[src/rtl/uart_frame_ctrl_if.sv]
// Byte-receiver side and bank-write side of the UART frame sequencer.
// master: the stimulus/receiver side; slave: the frame controller itself.
interface uart_frame_ctrl_if #(
  parameter int unsigned MAX_BYTES = 32
) ();
  logic [7:0]             rx_data;
  logic                   rx_valid;
  logic                   rx_ferr;
  logic [8*MAX_BYTES-1:0] data_out;
  logic                   data_write;
  logic [7:0]             bank;
  logic                   frame_err;
  logic                   busy;

  modport master (
    output rx_data, rx_valid, rx_ferr,
    input  data_out, data_write, bank, frame_err, busy
  );

  modport slave (
    input  rx_data, rx_valid, rx_ferr,
    output data_out, data_write, bank, frame_err, busy
  );
endinterface

[src/rtl/uart_frame_ctrl.sv]
// Frame sequencer: parses '<' B1 B0 D0..Dn-1 '>' from the UART byte stream, collects the payload
// in a shadow buffer and commits data_out/bank atomically with a one-cycle data_write strobe.
// Malformed, interrupted or stalled frames are dropped and flagged with a one-cycle frame_err.
module uart_frame_ctrl #(
  parameter int unsigned MAX_BYTES   = 32,
  parameter int unsigned TIMEOUT_CYC = 2000
) (
  input logic               clk,
  input logic               rst,
  uart_frame_ctrl_if.slave  bus
);

  localparam int unsigned DW = 8 * MAX_BYTES;
  localparam int unsigned CW = $clog2(MAX_BYTES + 1);
  localparam int unsigned TW = $clog2(TIMEOUT_CYC + 1);

  localparam logic [7:0] SOF = 8'h3C;  // '<'
  localparam logic [7:0] EOF = 8'h3E;  // '>'

  typedef enum logic [1:0] {StIdle, StBankHi, StBankLo, StData} state_e;

  state_e          state_q, state_d;
  logic [DW-1:0]   shadow_q;
  logic [CW-1:0]   count_q;
  logic [TW-1:0]   tmo_q;
  logic [3:0]      hi_q, lo_q;
  logic [DW-1:0]   data_out_q;
  logic [7:0]      bank_q;
  logic            data_write_q, frame_err_q, busy_q;

  logic            is_digit;
  logic            abort, commit, push, restart, hi_ld, lo_ld;
  logic [7:0]      bank_val;

  assign is_digit = (bus.rx_data >= 8'h30) && (bus.rx_data <= 8'h39);
  assign bank_val = ({4'd0, hi_q} * 8'd10) + {4'd0, lo_q};

  // Decode the current byte (or timeout) into next state and datapath actions.
  always_comb begin
    state_d = state_q;
    abort   = 1'b0;
    commit  = 1'b0;
    push    = 1'b0;
    restart = 1'b0;
    hi_ld   = 1'b0;
    lo_ld   = 1'b0;
    if (bus.rx_valid) begin
      if (bus.rx_ferr) begin
        // A corrupted byte only matters once a frame is open.
        if (state_q != StIdle) abort = 1'b1;
      end else if (bus.rx_data == SOF) begin
        restart = 1'b1;
        state_d = StBankHi;
      end else begin
        unique case (state_q)
          StIdle: begin
          end
          StBankHi: begin
            if (is_digit) begin
              hi_ld   = 1'b1;
              state_d = StBankLo;
            end else begin
              abort = 1'b1;
            end
          end
          StBankLo: begin
            if (is_digit) begin
              lo_ld   = 1'b1;
              state_d = StData;
            end else begin
              abort = 1'b1;
            end
          end
          StData: begin
            if (bus.rx_data == EOF) begin
              if (count_q != '0) commit = 1'b1;
              else               abort  = 1'b1;
            end else if (count_q < CW'(MAX_BYTES)) begin
              push = 1'b1;
            end else begin
              abort = 1'b1;
            end
          end
        endcase
      end
    end else if ((state_q != StIdle) && (tmo_q == TW'(TIMEOUT_CYC - 1))) begin
      // Last allowed idle cycle passes without a byte.
      abort = 1'b1;
    end
    if (abort || commit) state_d = StIdle;
  end

  // Frame FSM, payload buffer, timeout counter and registered outputs.
  always_ff @(posedge clk) begin
    if (rst) begin
      state_q      <= StIdle;
      shadow_q     <= '0;
      count_q      <= '0;
      tmo_q        <= '0;
      hi_q         <= '0;
      lo_q         <= '0;
      data_out_q   <= '0;
      bank_q       <= '0;
      data_write_q <= 1'b0;
      frame_err_q  <= 1'b0;
      busy_q       <= 1'b0;
    end else begin
      state_q      <= state_d;
      busy_q       <= (state_d != StIdle);
      data_write_q <= commit;
      // A '<' inside an open frame loses the previous frame.
      frame_err_q  <= abort || (restart && (state_q != StIdle));

      if (bus.rx_valid || (state_d == StIdle)) tmo_q <= '0;
      else                                     tmo_q <= tmo_q + TW'(1);

      if (abort || restart || commit) begin
        shadow_q <= '0;
        count_q  <= '0;
      end else if (push) begin
        shadow_q <= {shadow_q[DW-9:0], bus.rx_data};
        count_q  <= count_q + CW'(1);
      end

      if (hi_ld) hi_q <= bus.rx_data[3:0];
      if (lo_ld) lo_q <= bus.rx_data[3:0];

      if (commit) begin
        data_out_q <= shadow_q;
        bank_q     <= bank_val;
      end
    end
  end

  assign bus.data_out   = data_out_q;
  assign bus.bank       = bank_q;
  assign bus.data_write = data_write_q;
  assign bus.frame_err  = frame_err_q;
  assign bus.busy       = busy_q;

endmodule

[src/flat_wrapper.sv]
// flat-port wrapper written by rule: the top's interface ports become plain ports
module uart_frame_ctrl_flat 
#(
  parameter int unsigned MAX_BYTES   = 32,
  parameter int unsigned TIMEOUT_CYC = 2000
)
  (clk, rst, bus_rx_data, bus_rx_valid, bus_rx_ferr, bus_data_out, bus_data_write, bus_bank, bus_frame_err, bus_busy);
  uart_frame_ctrl_if #(.MAX_BYTES(MAX_BYTES)) bus_i ();
  input logic clk;
  input logic rst;
  input wire logic [$bits(bus_i.rx_data)-1:0] bus_rx_data;
  input wire logic [$bits(bus_i.rx_valid)-1:0] bus_rx_valid;
  input wire logic [$bits(bus_i.rx_ferr)-1:0] bus_rx_ferr;
  output wire logic [$bits(bus_i.data_out)-1:0] bus_data_out;
  output wire logic [$bits(bus_i.data_write)-1:0] bus_data_write;
  output wire logic [$bits(bus_i.bank)-1:0] bus_bank;
  output wire logic [$bits(bus_i.frame_err)-1:0] bus_frame_err;
  output wire logic [$bits(bus_i.busy)-1:0] bus_busy;
  assign bus_i.rx_data = bus_rx_data;
  assign bus_i.rx_valid = bus_rx_valid;
  assign bus_i.rx_ferr = bus_rx_ferr;
  assign bus_data_out = bus_i.data_out;
  assign bus_data_write = bus_i.data_write;
  assign bus_bank = bus_i.bank;
  assign bus_frame_err = bus_i.frame_err;
  assign bus_busy = bus_i.busy;
  uart_frame_ctrl #(.MAX_BYTES(MAX_BYTES), .TIMEOUT_CYC(TIMEOUT_CYC)) u_core (.clk(clk), .rst(rst), .bus(bus_i));
endmodule
[config.mk]
export PLATFORM = sky130hd
export DESIGN_NAME = uart_frame_ctrl_flat
export DESIGN_NICKNAME = d
export VERILOG_FILES = /design/src/rtl/uart_frame_ctrl_if.sv /design/src/rtl/uart_frame_ctrl.sv /design/src/flat_wrapper.sv
export SDC_FILE = /design/constraint.sdc
export NUM_CORES = 1
export LEC_CHECK = 0
export BUFFER_PORTS_ARGS = -buffer_cell sky130_fd_sc_hd__buf_2
export CAP_MARGIN = 30
export CORE_MARGIN = 3
export CORE_UTILIZATION = 41
export DETAILED_ROUTE_END_ITERATION = 10
export REMOVE_ABC_BUFFERS = 1
export SETUP_SLACK_MARGIN = 0.2
export SLEW_MARGIN = 20
export SYNTH_ARGS = -nofsm -noshare
export SYNTH_HDL_FRONTEND = slang
export SYNTH_SLANG_ARGS = --single-unit
[constraint.sdc]
create_clock -name clk -period 3.1 [get_ports clk]
set_input_delay 0.155 -clock clk [delete_from_list [all_inputs] [get_ports clk]]
set_output_delay 0.155 -clock clk [all_outputs]
set_load 0.03 [all_outputs]
==> results.txt <==
Sink Count: 550
FF-to-FF path depth: 9
# rows: 83
Synth area leader: dfxtp_1
Crit path depth: 9
pwr dens: 542 nW/um2
clock slew at reported path FFs: 60 ps
area of the multi-input gates: 9520 um2
combinational power share: 1.8%
number of synthesized flops with an enable pin: 0
minimum clock period: 2690 ps
Clock Tree Buf Depth: 3
Total GRT Usage: 17.1%
run status: finished, final reports clean
Die Wd: 235 um
DP HPWL: 31,600 um
largest family of logic cells by synthesized area: simple AND/OR/NAND/NOR gates
post-synthesis compound-gate area fraction: 7.07%
Final Util: 49.1%
Filler cells: 4,848
Power Internal: 0.0109 W
top post-synthesis cells by area: dfxtp_1, mux2i_1, nor3_2, nand2_1, a21oi_1
post-synthesis mux area share: 12.0%
fraction of the mapped netlist area in adder cells: 1.06%
clock network fraction of total power: 46.7%
period utilisation layout: 86.6%
setup ws final: 415 ps
register area: 11,000 um2
Hold Vio Cnt, Final: 0
XOR/XNOR share of the synthesized area: 0.734%
syn_area_per_cell: 9.76 um2
total negative setup slack: 0 ps
1st-iter DRT viols: 821
Post-synth ARST share: 0%
routability cong.: 0.793
slowest CP cell: or4b_1
Port Buf Inserts: 278
initial antenna violation count: 0
Die H: 235 um
final setup vio count: 0
WHS Path Cells: 2
max-slew violation total from the final report: 0
largest net degree at the start of global routing: 152
Synth top area share: 51.2%
Final Power: 0.0137 W
CTS Buf Count: 56
YS warnings: 0
worst path arrival time: 3130 ps
worst slew pin tran: 748 ps
Worst EP required: 3550 ps
simple-gate area share of the yosys netlist: 23.3%
hold slack: 35.2 ps
library cells used by synthesis: 47
DR WL/cell: 15.8 um
DRC violations left: 0
Syn Inst Count: 2,201
sequential area share after synthesis: 51.2%
antenna viol nets, final: 0
CP bufs+invs: 3
vias in the first global route: 15,200
leak pwr: 11.3 nW
sw power: 0.00285 W
Layout area overhead: 17.9%
skew final: 10.8 ps
CTS root buf: clkbuf_16
max_cap viols: 0
diode count: 0
num ports: 279
Avg Vias per Cell: 5.04
Mapped Area: 21,500 um2
via count: 15,700
clock latency at the later pin of the worst-skew pair: 580 ps
Seq cells post-synth: 550
Nets: 2,440
grt total ovfl: 0
Hold Crit Class: input pin to register
Flop pwr share: 51.5%
Initial Utilization: 41.6%
maximum fanout along the worst path: 21
Core ar.: 51,600 um2
Worst VDD drop: 0.356 mV
Sw Share: 20.8%
critical setup path kind: register to register
CTS tree: done
Crit path largest cell delay: 510 ps
CP cell instances: inv_1 -> ha_1 -> or4b_1 -> or4_1 -> o221ai_1 -> a2111o_2 -> buf_12 -> clkbuf_16 -> nor3_2
RSZ-0062 raised after global routing: no
H-Tree Depth: 2
die area: 55,200 um2
Max Freq: 372 MHz
crit path launch type: register
share of cells above drive strength 1: 26.8%
crit end category: register
global-route wire length before repair: 80,300 um
Top FF cell, synth: dfxtp_1
total wire length: 49,500 um
pre-CTS setup slack: 386 ps
delay-heaviest family, CP: simple AND/OR/NAND/NOR gates
DRT Pass-1 Iters: 5
Max-slew headroom: 50.2%
-- cell families after synthesis --
logic type | count (synthesis)
AOI/OAI and AO/OA | 294
xor gates and xnor gates | 18
adders and majority gates | 17
buffers and inverters | 190
DFF | 550
muxes | 258
and+or+nand+nor | 874
-- power by group through the flow --
stage	clock [W]	sequential, W	combinational [W]
floorplan	0	0.00722	0.0000625
global placement	0	0.00722	0.000228
detailed placement	0	0.00722	0.000231
CTS	0.00661	0.00707	0.000240
global route	0.00689	0.00706	0.000269
finish	0.00641	0.00707	0.000250
-- final timing paths --
check | slack, ps | startpoint | endpoint
hold / removal | 40 | rst | u_core.bus.data_out[245]$_SDFFE_PP0P_
hold reg to reg | 450 | u_core.bus.data_out[209]$_SDFFE_PP0P_ | u_core.bus.data_out[209]$_SDFFE_PP0P_
setup reg to reg | 410 | u_core.state_q[1]$_SDFF_PP0_ | u_core.shadow_q[153]$_SDFFE_PP0P_
setup / recovery | 410 | u_core.state_q[1]$_SDFF_PP0_ | u_core.shadow_q[153]$_SDFFE_PP0P_
-- synth_stat cells (7+ instances only) --
cell      instances
dfxtp_1         550
nand2_1         541
a21oi_1         274
mux2i_1         258
nor3_2          237
clkbuf_1         93
buf_2            58
nor3_1           30
buf_6            27
nor2_1           16
ha_1             15
nand3_1          15
xnor2_1          11
inv_1             9
xor2_1            7
-- stage by stage --
| stage | cells | instance area [um2] |
|---|---|---|
| after floorplan | 2020 | 20500 |
| after global placement | 3020 | 23400 |
| after detailed placement | 3021 | 23400 |
| after CTS | 3124 | 25300 |
| after global routing | 3127 | 25300 |
| final | 3127 | 25300 |
-- metal layers --
| layer | up-vias | part of all wire (%) | global-route usage, % | wire length [um] |
|---|---|---|---|---|
| li1 | 7861 | - | - | - |
| met1 | 7528 | 47 | 23.5 | 23300 |
| met2 | 303 | 47 | 27.9 | 23200 |
| met3 | 56 | 4.7 | 3.62 | 2330 |
| met4 | 0 | 1.3 | 3.41 | 652 |
| met5 | - | 0 | 0 | 0 |
-- sequential cells by signal, indices dropped and copies added, names as in the netlist --
signal                 count
u_core.count_q             6
u_core.lo_q                4
u_core.bus.busy            1
u_core.bus.bank            8
u_core.bus.frame_err       1
u_core.shadow_q          256
u_core.bus.data_out      256
u_core.tmo_q              11
u_core.hi_q                4
u_core.bus.data_write      1
u_core.state_q             2
-- repair_timing --
item	4_1_cts	5_1_grt
endpoints found under the setup margin	0	20
buffers inserted	0	1
resized for setup	0	1
hold buffers	9	0
hold endpoints to repair	19	0
-- area by class of cell --
class / count / area share, %
well taps: 680 / 3.36
repair buffers: 333 / 8.63
clock inverters: 12 / 0.449
clock buffers: 82 / 6.40
multi-input cells: 1461 / 37.6
inverters: 9 / 0.133
flip-flops and latches: 550 / 43.5
-- placed cells by master (no fill, tap or decap), types with 4 or more instances in the layout --
master / n
a21oi_1: 274
nand3_1: 15
nor4_1: 6
xnor2_1: 11
clkinv_2: 9
nor3_1: 30
ha_1: 15
o21ai_0: 4
clkbuf_1: 15
buf_2: 277
xor2_1: 7
clkbuf_16: 59
buf_4: 20
nor3_2: 237
clkbuf_8: 11
inv_1: 9
mux2i_1: 258
nor4_2: 4
dlygate4sd3_1: 9
nor2_1: 15
dfxtp_1: 550
buf_12: 22
nand2_1: 541
Power figures use the tool's default switching activity.
